--- config.mk ---
export PLATFORM = sky130hd
export DESIGN_NAME = nexys4ddr_reset_gen
export DESIGN_NICKNAME = d
export VERILOG_FILES = /design/src/rtl/nexys4ddr_reset_gen.sv
export SDC_FILE = /design/constraint.sdc
export NUM_CORES = 1
export LEC_CHECK = 0
export BUFFER_PORTS_ARGS = -buffer_cell sky130_fd_sc_hd__buf_2
export CORE_AREA = 2 2 58 60
export DETAILED_ROUTE_END_ITERATION = 6
export DIE_AREA = 0 0 60 62
export PLACE_DENSITY = 0.67
export RECOVER_POWER = 25
export SYNTH_ARGS = -nofsm -noshare
export SYNTH_HDL_FRONTEND = slang
export SYNTH_SLANG_ARGS = --single-unit
--- constraint.sdc ---
create_clock -name clock -period 3.3 [get_ports clock]
set_clock_uncertainty 0.1 [all_clocks]
set_input_delay 0.33 -clock clock [delete_from_list [all_inputs] [get_ports clock]]
set_output_delay 0.33 -clock clock [all_outputs]
set_load 0.05 [all_outputs]
--- src/rtl/nexys4ddr_reset_gen.sv ---
// Board reset sequencer: debounces CPU_RESETN, pulses the MMCM reset, waits for a stable lock.
// Define NEXYS4DDR_RESET_GEN_LOCK_TIMEOUT_EN to re-reset the MMCM when lock never arrives.
//
// state      | meaning
// MMCM_RST   | MMCM held in reset for MMCM_RESET_CYCLES
// WAIT_LOCK  | MMCM released, waiting for synced lock
// STABLE     | lock seen, must hold for LOCK_STABLE_CYCLES
// RUN        | sys_areset released
module nexys4ddr_reset_gen #(
    parameter int DEBOUNCE_BITS      = 16,
    parameter int MMCM_RESET_CYCLES  = 64,
    parameter int LOCK_STABLE_CYCLES = 256,
    parameter int LOCK_TIMEOUT_BITS  = 20
) (
    input  logic       clock,
    input  logic       areset,
    input  logic       ck_rst_n,
    input  logic       mmcm_locked,
    output logic       mmcm_reset,
    output logic       sys_areset,
    output logic [3:0] lock_retries,
    output logic [1:0] state
);

    typedef enum logic [1:0] {
        ST_MMCM_RST  = 2'b00,
        ST_WAIT_LOCK = 2'b01,
        ST_STABLE    = 2'b10,
        ST_RUN       = 2'b11
    } state_e;

    localparam int MRC_W  = $clog2(MMCM_RESET_CYCLES);
    localparam int LSC_W  = $clog2(LOCK_STABLE_CYCLES);
    localparam int BASE_W = (MRC_W > LSC_W) ? MRC_W : LSC_W;
`ifdef NEXYS4DDR_RESET_GEN_LOCK_TIMEOUT_EN
    localparam int CNT_W  = (BASE_W > LOCK_TIMEOUT_BITS) ? BASE_W : LOCK_TIMEOUT_BITS;
`else
    localparam int CNT_W  = BASE_W;
`endif

    logic btn_meta_q, btn_meta_d, btn_sync_q, btn_sync_d;
    logic lock_meta_q, lock_meta_d, lock_sync_q, lock_sync_d;
    logic [DEBOUNCE_BITS-1:0] dbc_q, dbc_d;
    logic btn_q, btn_d;
    logic btn_pressed;
    state_e state_q, state_d;
    logic [CNT_W-1:0] cnt_q, cnt_d;
    logic mmcm_reset_q, mmcm_reset_d;
    logic sys_areset_q, sys_areset_d;

    always_comb begin
        btn_meta_d  = ck_rst_n;
        btn_sync_d  = btn_meta_q;
        lock_meta_d = mmcm_locked;
        lock_sync_d = lock_meta_q;
    end

    // Button is active-low at the pin; btn_q is 1 while pressed.
    assign btn_pressed = ~btn_sync_q;

    always_comb begin
        dbc_d = '0;
        btn_d = btn_q;
        if (btn_pressed != btn_q) begin
            if (&dbc_q) begin
                btn_d = ~btn_q;
            end else begin
                dbc_d = dbc_q + {{(DEBOUNCE_BITS-1){1'b0}}, 1'b1};
            end
        end
    end

    always_ff @(posedge clock or posedge areset) begin
        if (areset) begin
            btn_meta_q  <= 1'b1;
            btn_sync_q  <= 1'b1;
            lock_meta_q <= 1'b0;
            lock_sync_q <= 1'b0;
            dbc_q       <= '0;
            btn_q       <= 1'b0;
        end else begin
            btn_meta_q  <= btn_meta_d;
            btn_sync_q  <= btn_sync_d;
            lock_meta_q <= lock_meta_d;
            lock_sync_q <= lock_sync_d;
            dbc_q       <= dbc_d;
            btn_q       <= btn_d;
        end
    end

    always_ff @(posedge clock or posedge areset) begin
        if (areset) begin
            state_q      <= ST_MMCM_RST;
            cnt_q        <= '0;
            mmcm_reset_q <= 1'b1;
            sys_areset_q <= 1'b1;
        end else begin
            state_q      <= state_d;
            cnt_q        <= cnt_d;
            mmcm_reset_q <= mmcm_reset_d;
            sys_areset_q <= sys_areset_d;
        end
    end

`ifdef NEXYS4DDR_RESET_GEN_LOCK_TIMEOUT_EN
    logic timeout;
    logic [3:0] retries_q, retries_d;
`endif

    always_comb begin
        state_d = state_q;
        cnt_d   = cnt_q + CNT_W'(1);
`ifdef NEXYS4DDR_RESET_GEN_LOCK_TIMEOUT_EN
        timeout = 1'b0;
`endif
        if (btn_q) begin
            state_d = ST_MMCM_RST;
            cnt_d   = '0;
        end else begin
            case (state_q)
                ST_MMCM_RST: begin
                    if (cnt_q == CNT_W'(MMCM_RESET_CYCLES - 1)) state_d = ST_WAIT_LOCK;
                end
                ST_WAIT_LOCK: begin
                    // A lock arriving on the timeout cycle still wins.
                    if (lock_sync_q) begin
                        state_d = ST_STABLE;
                    end
`ifdef NEXYS4DDR_RESET_GEN_LOCK_TIMEOUT_EN
                    else if (cnt_q == CNT_W'({LOCK_TIMEOUT_BITS{1'b1}})) begin
                        state_d = ST_MMCM_RST;
                        timeout = 1'b1;
                    end
`else
                    else begin
                        cnt_d = '0;
                    end
`endif
                end
                ST_STABLE: begin
                    if (!lock_sync_q) state_d = ST_WAIT_LOCK;
                    else if (cnt_q == CNT_W'(LOCK_STABLE_CYCLES - 1)) state_d = ST_RUN;
                end
                default: begin
                    cnt_d = '0;
                    if (!lock_sync_q) state_d = ST_MMCM_RST;
                end
            endcase
        end
        if (state_d != state_q) cnt_d = '0;
    end

    always_comb begin
        mmcm_reset_d = (state_d == ST_MMCM_RST);
        sys_areset_d = (state_d != ST_RUN);
    end

`ifdef NEXYS4DDR_RESET_GEN_LOCK_TIMEOUT_EN
    always_comb begin
        retries_d = retries_q;
        if (timeout && (retries_q != 4'hF)) retries_d = retries_q + 4'd1;
    end

    always_ff @(posedge clock or posedge areset) begin
        if (areset) retries_q <= 4'd0;
        else        retries_q <= retries_d;
    end

    assign lock_retries = retries_q;
`else
    assign lock_retries = 4'd0;
`endif

    assign mmcm_reset = mmcm_reset_q;
    assign sys_areset = sys_areset_q;
    assign state      = state_q;

endmodule

# == After elaboration in Yosys (flattened, before gate mapping) ==
# Cells that the tools add are included.
# op_classes
n_addsub,2
eq_ne,7
muxes,13
n_bitwise,2
reduce_logical,5
# op_table
cell,count
two-way mux 16 bit,2
two-way mux 8 bit,3
AND reduction 17 bit,1
"adder 16 x 1 -> 16 bit, second input constant",1
one-hot mux 8 bit (2 select lines),1
AND reduction 16 bit,1
two-way mux 2 bit,6
"adder 8 x 1 -> 8 bit, second input constant",1
"== test 8 x 6 -> 1 bit, second input constant",1
"== test 8 bit, second input constant",1
one-hot mux 2 bit (3 select lines),1
zero test 2 bit,2
"== test 2 x 1 -> 1 bit, second input constant",1
"== test 2 bit, second input constant",1
inequality test 2 bit,1
"inequality test 2 bit, second input constant",1
inverter 1 bit,2
OR reduction 2 bit,1
inequality test 1 bit,1
# totals
regBits,33
word_cells,39

# == Logic depth before layout (Yosys ltp) ==
# Gate-level depths: netlist (run 1).
# depth
ltp_word,7
mapped_depth,6
ltp_nobuf,5

# == Least setup slack after synthesis (run 1) ==
# No wires, ideal clock.
# synth_timing
kind,flip-flop to flip-flop
startpoint,register state_q[1] (netlist: state[1])
endpoint,register cnt_q[2]
setup_time_ns,0.072
arrival_ns,1.540
path_slack_ns,1.588
path_stages_with_launch,5
cell_sequence,dfrtp_1 or3_1 nand2_1 a2111o_1 nor2_1
# synth_via
elab_chain_len,6
elab_cells_between_ends,15
classes_between,eq/ne: 3; mux: 10; reduce/logical: 2
# synth_lines
element,line,text
"start, declared",46,"state_e state_q, state_d;"
"start signal, assigned",98,state_q <= state_d;
two-way mux 2 bit,142,else if (cnt_q == CNT_W'(LOCK_STABLE_CYCLES - 1)) state_d = ST_RUN;
two-way mux 2 bit,141,if (!lock_sync_q) state_d = ST_WAIT_LOCK;
one-hot mux 2 bit (3 select lines),120,case (state_q)
two-way mux 2 bit,116,if (btn_q) begin
inequality test 2 bit,150,if (state_d != state_q) cnt_d = '0;
two-way mux 8 bit (*),150,
via cnt_d[2],47,"logic [CNT_W-1:0] cnt_q, cnt_d;"
"end signal, assigned",99,cnt_q <= cnt_d;
"end, declared",47,
# The timed path passes the listed nets; every way through them passes the cells marked *.
# A chain may end at the register's enable or synchronous reset.

# == Final worst setup path (run 1) ==
# layout_timing
startpoint,register dbc_q[5]
endpoint,register dbc_q[15]
# layout_via
elab_chain_len,3
elab_cells_between_ends,4
classes_between,add/sub: 1; mux: 2; reduce/logical: 1
# layout_lines
element,line,text
"start, declared",43,"logic [DEBOUNCE_BITS-1:0] dbc_q, dbc_d;"
"start signal, assigned",79,dbc_q <= '0;
"start signal, assigned",86,dbc_q <= dbc_d;
adder 16 x 1 -> 16 bit or AND reduction 16 bit (tied branches),"68, 65",
two-way mux 16 bit (*),65,if (&dbc_q) begin
two-way mux 16 bit (*),64,if (btn_pressed != btn_q) begin
via dbc_d[15],43,
# Marks and branches as above.

==> results of run 1 <==
## stage by stage
step	setup slack [ns]	util (%)
floorplan	1.588	-
global placement	1.660	49.43
detailed placement	1.619	49.43
CTS	1.579	52.58
global route	1.481	52.58
finish	1.588	52.58
## worst max-delay path: stages (launching register included)
cell	delay [ns]
dfrtp_1	0.46
nand4_2	0.19
or3_4	0.42
or3_1	0.31
a21oi_1	0.16
## cell usage in the layout (no fill, tap or decap), types with 2 or more instances in the layout
| cell type | count |
|---|---|
| dfrtp_1 | 29 |
| nand3_1 | 10 |
| a21oi_1 | 3 |
| xnor2_1 | 10 |
| nor4_1 | 2 |
| and4_1 | 2 |
| o21ai_0 | 2 |
| clkbuf_8 | 2 |
| ha_1 | 2 |
| dfstp_2 | 4 |
| nor2_1 | 28 |
| inv_1 | 3 |
| nand2_1 | 8 |
| dlygate4sd3_1 | 3 |
| nand4_1 | 4 |
| xor2_1 | 11 |
| clkbuf_4 | 5 |
| conb_1 | 4 |
| buf_2 | 7 |
| or3_1 | 2 |
| nor3_1 | 3 |
## cell families (layout without fill, tap and decap cells)
logic type / Yosys count / count (layout) / synth area share [%]
fa+ha+maj: 2 / 2 / 1.673
flops: 33 / 33 / 55.57
other cells: 1 / 4 / 0.2508
compound gates: 11 / 11 / 5.021
buf+inv: 8 / 22 / 3.096
xor+xnor: 21 / 21 / 12.30
simple gates: 66 / 66 / 22.09
## registers in the layout, indices dropped and copies added, names as in the netlist
| name | count |
|---|---|
| cnt_q | 8 |
| dbc_q | 16 |
| mmcm_reset | 1 |
| btn_meta_q | 1 |
| btn_q | 1 |
| sys_areset | 1 |
| lock_sync_q | 1 |
| state | 2 |
| btn_sync_q | 1 |
| lock_meta_q | 1 |
## area by class of cell
type	count	area [sq um]	share of cell area [%]
clock buffer	7	65.06	3.892
sequential	33	830.8	49.70
timing repair buffer	11	72.57	4.341
multi-input combinational	104	629.4	37.65
tap	46	57.56	3.443
inverter	3	11.26	0.6737
clock inverter	1	5.005	0.2994
## where the power goes
part	internal [mW]	total (mW)	switching [mW]
Combinational	0.00846	0.0326	0.0241
Clock	0.123	0.257	0.134
Sequential	0.411	0.415	0.00474
## cells in the mapped netlist (2+ instances only)
cell type	instances	area [sq um]
nor2_1	28	105.1
or3_1	2	12.51
ha_1	2	25.02
nand4_1	4	25.02
buf_4	4	30.03
o21ai_0	2	10.01
nor3_1	3	15.01
nor4_1	2	12.51
nand3_1	10	50.05
dfrtp_1	29	725.7
xnor2_1	10	87.58
xor2_1	11	96.34
inv_1	3	11.26
a21oi_1	3	15.01
and4_1	2	17.52
dfstp_2	4	105.1
nand2_1	8	30.03
## per-layer routing
layer	vias to the layer above	global-route usage (%)	share of wire (%)
met5	-	0	0
met4	0	10.48	3.0
met3	7	4.969	3.1
met2	11	23.76	48
met1	478	18.54	46
li1	511	-	-
## timing repair
item,CTS,global route
hold buffers,3,0
setup endpoints to repair,0,0
endpoints found under the hold margin,31,0
## path summary, 6_finish.rpt
kind / endpoint / slack, ns / cells past startpoint
worst min-delay path: btn_sync_q$_DFF_PP1_ / 0.26 / 0
worst max register to register: dbc_q[15]$_DFF_PP0_ / 1.59 / 4
worst max-delay path: dbc_q[15]$_DFF_PP0_ / 1.59 / 4
min in group asynchronous: dbc_q[12]$_DFF_PP0_ / 0.52 / 4
worst min register to register: btn_sync_q$_DFF_PP1_ / 0.26 / 0
max in group asynchronous: btn_meta_q$_DFF_PP1_ / 2.26 / 4
==> results.md, run 1 <==
* Status: finished clean
* CTS max path bufs at 2
* Hpwl dp at approximately 1600 um
* Power, Total at ~700 uW
* FFs w/ async S/R, synth at 100.0%
* # diodes at 0
* Post-layout instance area at ~1700 sq um
* PortBufs at 7
* Placed inst area at 1572 sq um
* DIE AREA at approximately 3700 sq um
* Share of layout cells above drive strength 1 at ~15%
* I/O Pins at 12
* DR vias/cell at approximately 4.9
* Crit Path Class: flip-flop to flip-flop
* Mapped Area at roughly 1500 sq um
* Starting density of the core at ~47%
* Startpoint Class: flip-flop
* Post-DRT Antenna Nets at 0
* Unrepaired setup endpoints after global routing: no
* Tot GR Track Use at around 15%
* Final min period at 1.712 ns
* EDFF count, synth at 0
* Drc violations at 0
* Vias in the first global route at between 900 and 1k
* Worst skew pair latency at around 0.34 ns
* Class of the worst hold path: flip-flop to flip-flop
* CTS sink count at 33
* Max Cap Viol at 0
* Pleak at roughly 0.74 nW
* Row count at 21
* Worst vdd ir at between 0.2 and 0.3 mV
* PD cells at between 400 and 500 nW/um^2
* TritonCTS clock tree: yes
* Period utilization at around 52%
* Final Hold Viols at 0
* Final cell count without fillers at about 210
* Antenna violations before repair at 0
* Die height at around 62 um
* Top achievable clock speed at 584.1 MHz
* Drt wl/cell at approximately 12 um
* GRT overflow at 0
* Layout area overhead at 11.80%
* Initial drt markers at 52
* Post-CTS Repair Setup Buffers at 0
* Req. time, crit path at 3.46 ns
* Fin. max-slew vios at 0
* CP Capture Type: flip-flop
* Post-CTS Resized at 0
* Hold path start: btn_meta_q$_DFF_PP1_
* Num CTS Buffers at 5
* Routed WL at roughly 2400 um
* Layout fillers at approximately 290
* Root Buffer: clkbuf_4
* Htree depth at 2
* Final setup fails at 0
* Worst hold slack at between 0.2 and 0.3 ns
* Setup TNS at 0 ns
* Clk pin slew, worst setup/hold paths at 0.10 ns
* Critical path peak fanout at 6
* CP Launch Point: dbc_q[5]$_DFF_PP0_
* Die width at ~60 um
* Primary FF master, synth: dfrtp_1
* Worst R2R Start: dbc_q[5]$_DFF_PP0_
* Net count, final at around 160
* DP Cell Count at 194
* First-pass iteration count of the detailed router at 4
* Ys Warns at 0
* Via count at approximately 1.0k
* First-pass GRT wire length at around 4100 um
* Routability congestion estimate at about 0.75
* CP arrival at approximately 1.9 ns
* Sequential area share after synthesis at between 50% and 60%
* Cell variety after synth at 32
* Seq cells post-synth at 33
* Core area at approximately 3200 sq um
* Largest net degree at the start of global routing at 34
* Synth Area per Inst at roughly 11 sq um
* Synth Instances at 142
(Power assumes the default switching activity.)
==> inputs of run 2 (changes only) <==
Settings changed: ABC_AREA from default to 1, CORE_AREA 2 2 58 60 to 2 2 60 62, DIE_AREA 0 0 60 62 to 0 0 62 64.
Clock period 3.3 ns to 1.8 ns, I/O delays scaled along.
==> run 2 against run 1 <==
Total power up 83%. Clock power up 82%. Sequential power is 83% higher. First-iteration DRC count is 40% lower. Largest power group unchanged.
==> results.md, run 2 <==
* Status: finished clean
* Slowest stage cell, crit path: dfrtp_1
* Cell with the most instances after synthesis: nor2_1
* Class of the worst hold path: flip-flop to flip-flop
* CP bufs+invs at 1
* Num CTS Buffers at 5
* Tot GR Track Use at 16.57%
* Tightest Pin Transition at between 1 and 1.5 ns
* Die width at between 60 and 70 um
* Final min period at around 1.6 ns
* First-pass iteration count of the detailed router at 4
* Largest net degree at the start of global routing at 20
* Worst vdd ir at between 0.5 and 0.6 mV
* TritonCTS clock tree: yes
* CTS max path bufs at 2
* Drt wl/cell at around 11 um
* Period utilization at 90.61%
* Pleak at about 0.85 nW
* Pre-CTS setup slack at 0.1635 ns
* Largest Register: dbc_q
* Final setup fails at 0
* Top achievable clock speed at between 600 and 700 MHz
* Ys Warns at 0
* Ranking of synthesized cells by area: dfrtp_1, nor2_1, nand2_1
* Clk pin slew, worst setup/hold paths at 0.09 ns
* Layout fillers at 307
* Commonest cells in the netlist: nor2_1, nand2_1, dfrtp_1
* Critical path peak fanout at 8
* Startpoint Class: flip-flop
* CTS sink count at 33
* CP Capture Type: flip-flop
* Unrepaired setup endpoints after global routing: no
* Routed WL at roughly 2800 um
* GRT overflow at 0
* Drc violations at 0
* DR vias/cell at 4.837
* Max-slew headroom at 32.57%
* Req. time, crit path at roughly 2.0 ns
* PortBufs at 7
* DIE AREA at just under 4000 sq um
* Htree depth at 2
* PnR worst setup slack at roughly 0.17 ns
* CP delay by family, top: simple AND/OR/NAND/NOR gates
* Vias in the first global route at 1,215
* # diodes at 0
* Antenna violations before repair at 0
* Setup TNS at 0 ns
* Share of layout cells above drive strength 1 at between 10% and 20%
* Worst hold slack at roughly 0.26 ns
* Core area at 3284 sq um
* Seq cells post-synth at 33
* Post-CTS Repair Setup Buffers at 0
* Worst skew pair latency at approximately 0.33 ns
* Routability congestion estimate at between 0.8 and 0.9
* Synth Area per Inst at 8.393 sq um
* Final Hold Viols at 0
* Primary FF master, synth: dfrtp_1
* Max Cap Viol at 0
* First-pass GRT wire length at ~5000 um
* CP arrival at roughly 1.8 ns
* Max incr delay on CP at 0.39 ns
* Max reg flops at 16
* Crit Path Class: flip-flop to flip-flop
* Layout area overhead at 12.03%
* Fin. max-slew vios at 0
* FFs w/ async S/R, synth at 100.0%
* I/O Pins at 12
* Post-DRT Antenna Nets at 0
* Starting density of the core at around 49%
* Sequential area share after synthesis at 51.55%
* Commonest non-fill, non-tap cells in the layout: nor2_1, nand2_1, dfrtp_1
* Root Buffer: clkbuf_4
* Cell variety after synth at 27
* Die height at approximately 64 um
* Synth Instances at 192
* Via count at approximately 1.2k
* Mapped Area at between 1500 and 2000 sq um
* Crit-path cells: ha_1, inv_1, nor3_2, nand2_1, nand2_2, nand2_2, nand2_2, nand3_4, nor2_1
* EDFF count, synth at 0
* Row count at 21
* Worst path most repeated cell: nand2_2
* Net count, final at 217
* Hpwl dp at about 2100 um
* Initial drt markers at 31
* PD cells at 713.1 nW/um^2
* Commonest non-fill, non-tap cell in the layout: nor2_1
* Area leader, netlist: dfrtp_1
* Synth top area share at a little under half
[run 2: what timing repair did]
item,4_1_cts,5_1_grt
hold buffers,3,0
hold endpoints to repair,33,0
resized for setup,0,1
endpoints found under the setup margin,0,1
[run 2: layout make-up]
cell class                      count  area, sq um  area share (%)
Multi-Input combinational cell    134        676.9           37.49
Inverter                           24        90.09           4.990
Clock buffer                        7        65.06           3.604
Sequential cell                    33        830.8           46.02
Tap cell                           46        57.56           3.188
Timing Repair Buffer               13        80.08           4.435
Clock inverter                      1        5.005          0.2772
[run 2: stage by stage]
stage               utilization, %  instances  cell area [sq um]  power (mW)
floorplan                        -        195               1623      0.8214
global placement             52.00        247               1708      0.8283
detailed placement           52.00        247               1708      0.8311
CTS                          55.05        258               1808       1.306
global route                 54.97        258               1805       1.346
finish                       54.97        258               1805       1.287
[run 2: final timing paths]
check | slack [ns] | startpoint | endpoint | depth (start not counted)
max in group asynchronous | 0.37 | areset | dbc_q[6]$_DFF_PP0_ | 4
min in group asynchronous | 0.49 | areset | state[0]$_DFF_PP0_ | 4
worst min-delay path | 0.26 | lock_meta_q$_DFF_PP0_ | lock_sync_q$_DFF_PP0_ | 0
worst max register to register | 0.17 | cnt_q[0]$_DFF_PP0_ | cnt_q[0]$_DFF_PP0_ | 9
worst min register to register | 0.26 | lock_meta_q$_DFF_PP0_ | lock_sync_q$_DFF_PP0_ | 0
worst max-delay path | 0.17 | cnt_q[0]$_DFF_PP0_ | cnt_q[0]$_DFF_PP0_ | 9
[run 2: power by group]
| part | switching [mW] | internal [mW] |
|---|---|---|
| combinational | 0.0465 | 0.0142 |
| sequential | 0.00593 | 0.753 |
| clock | 0.242 | 0.226 |
[run 2: cells by family after synthesis]
kind of cell | Yosys count | share of synthesized area [%]
compound gates | 7 | 2.717
xor+xnor | 8 | 4.347
fa+ha+maj | 2 | 1.553
buf+inv | 28 | 7.453
flops | 33 | 51.55
other cells | 1 | 0.2327
simple gates | 113 | 32.14
[run 2: layer usage]
layer,GRT usage [%],vias to the layer above,share of wire (%)
met3,5.466,5,3.6
met1,18.24,593,44
li1,-,633,-
met2,28.78,17,51
met5,0,-,0
met4,5.585,0,1.8
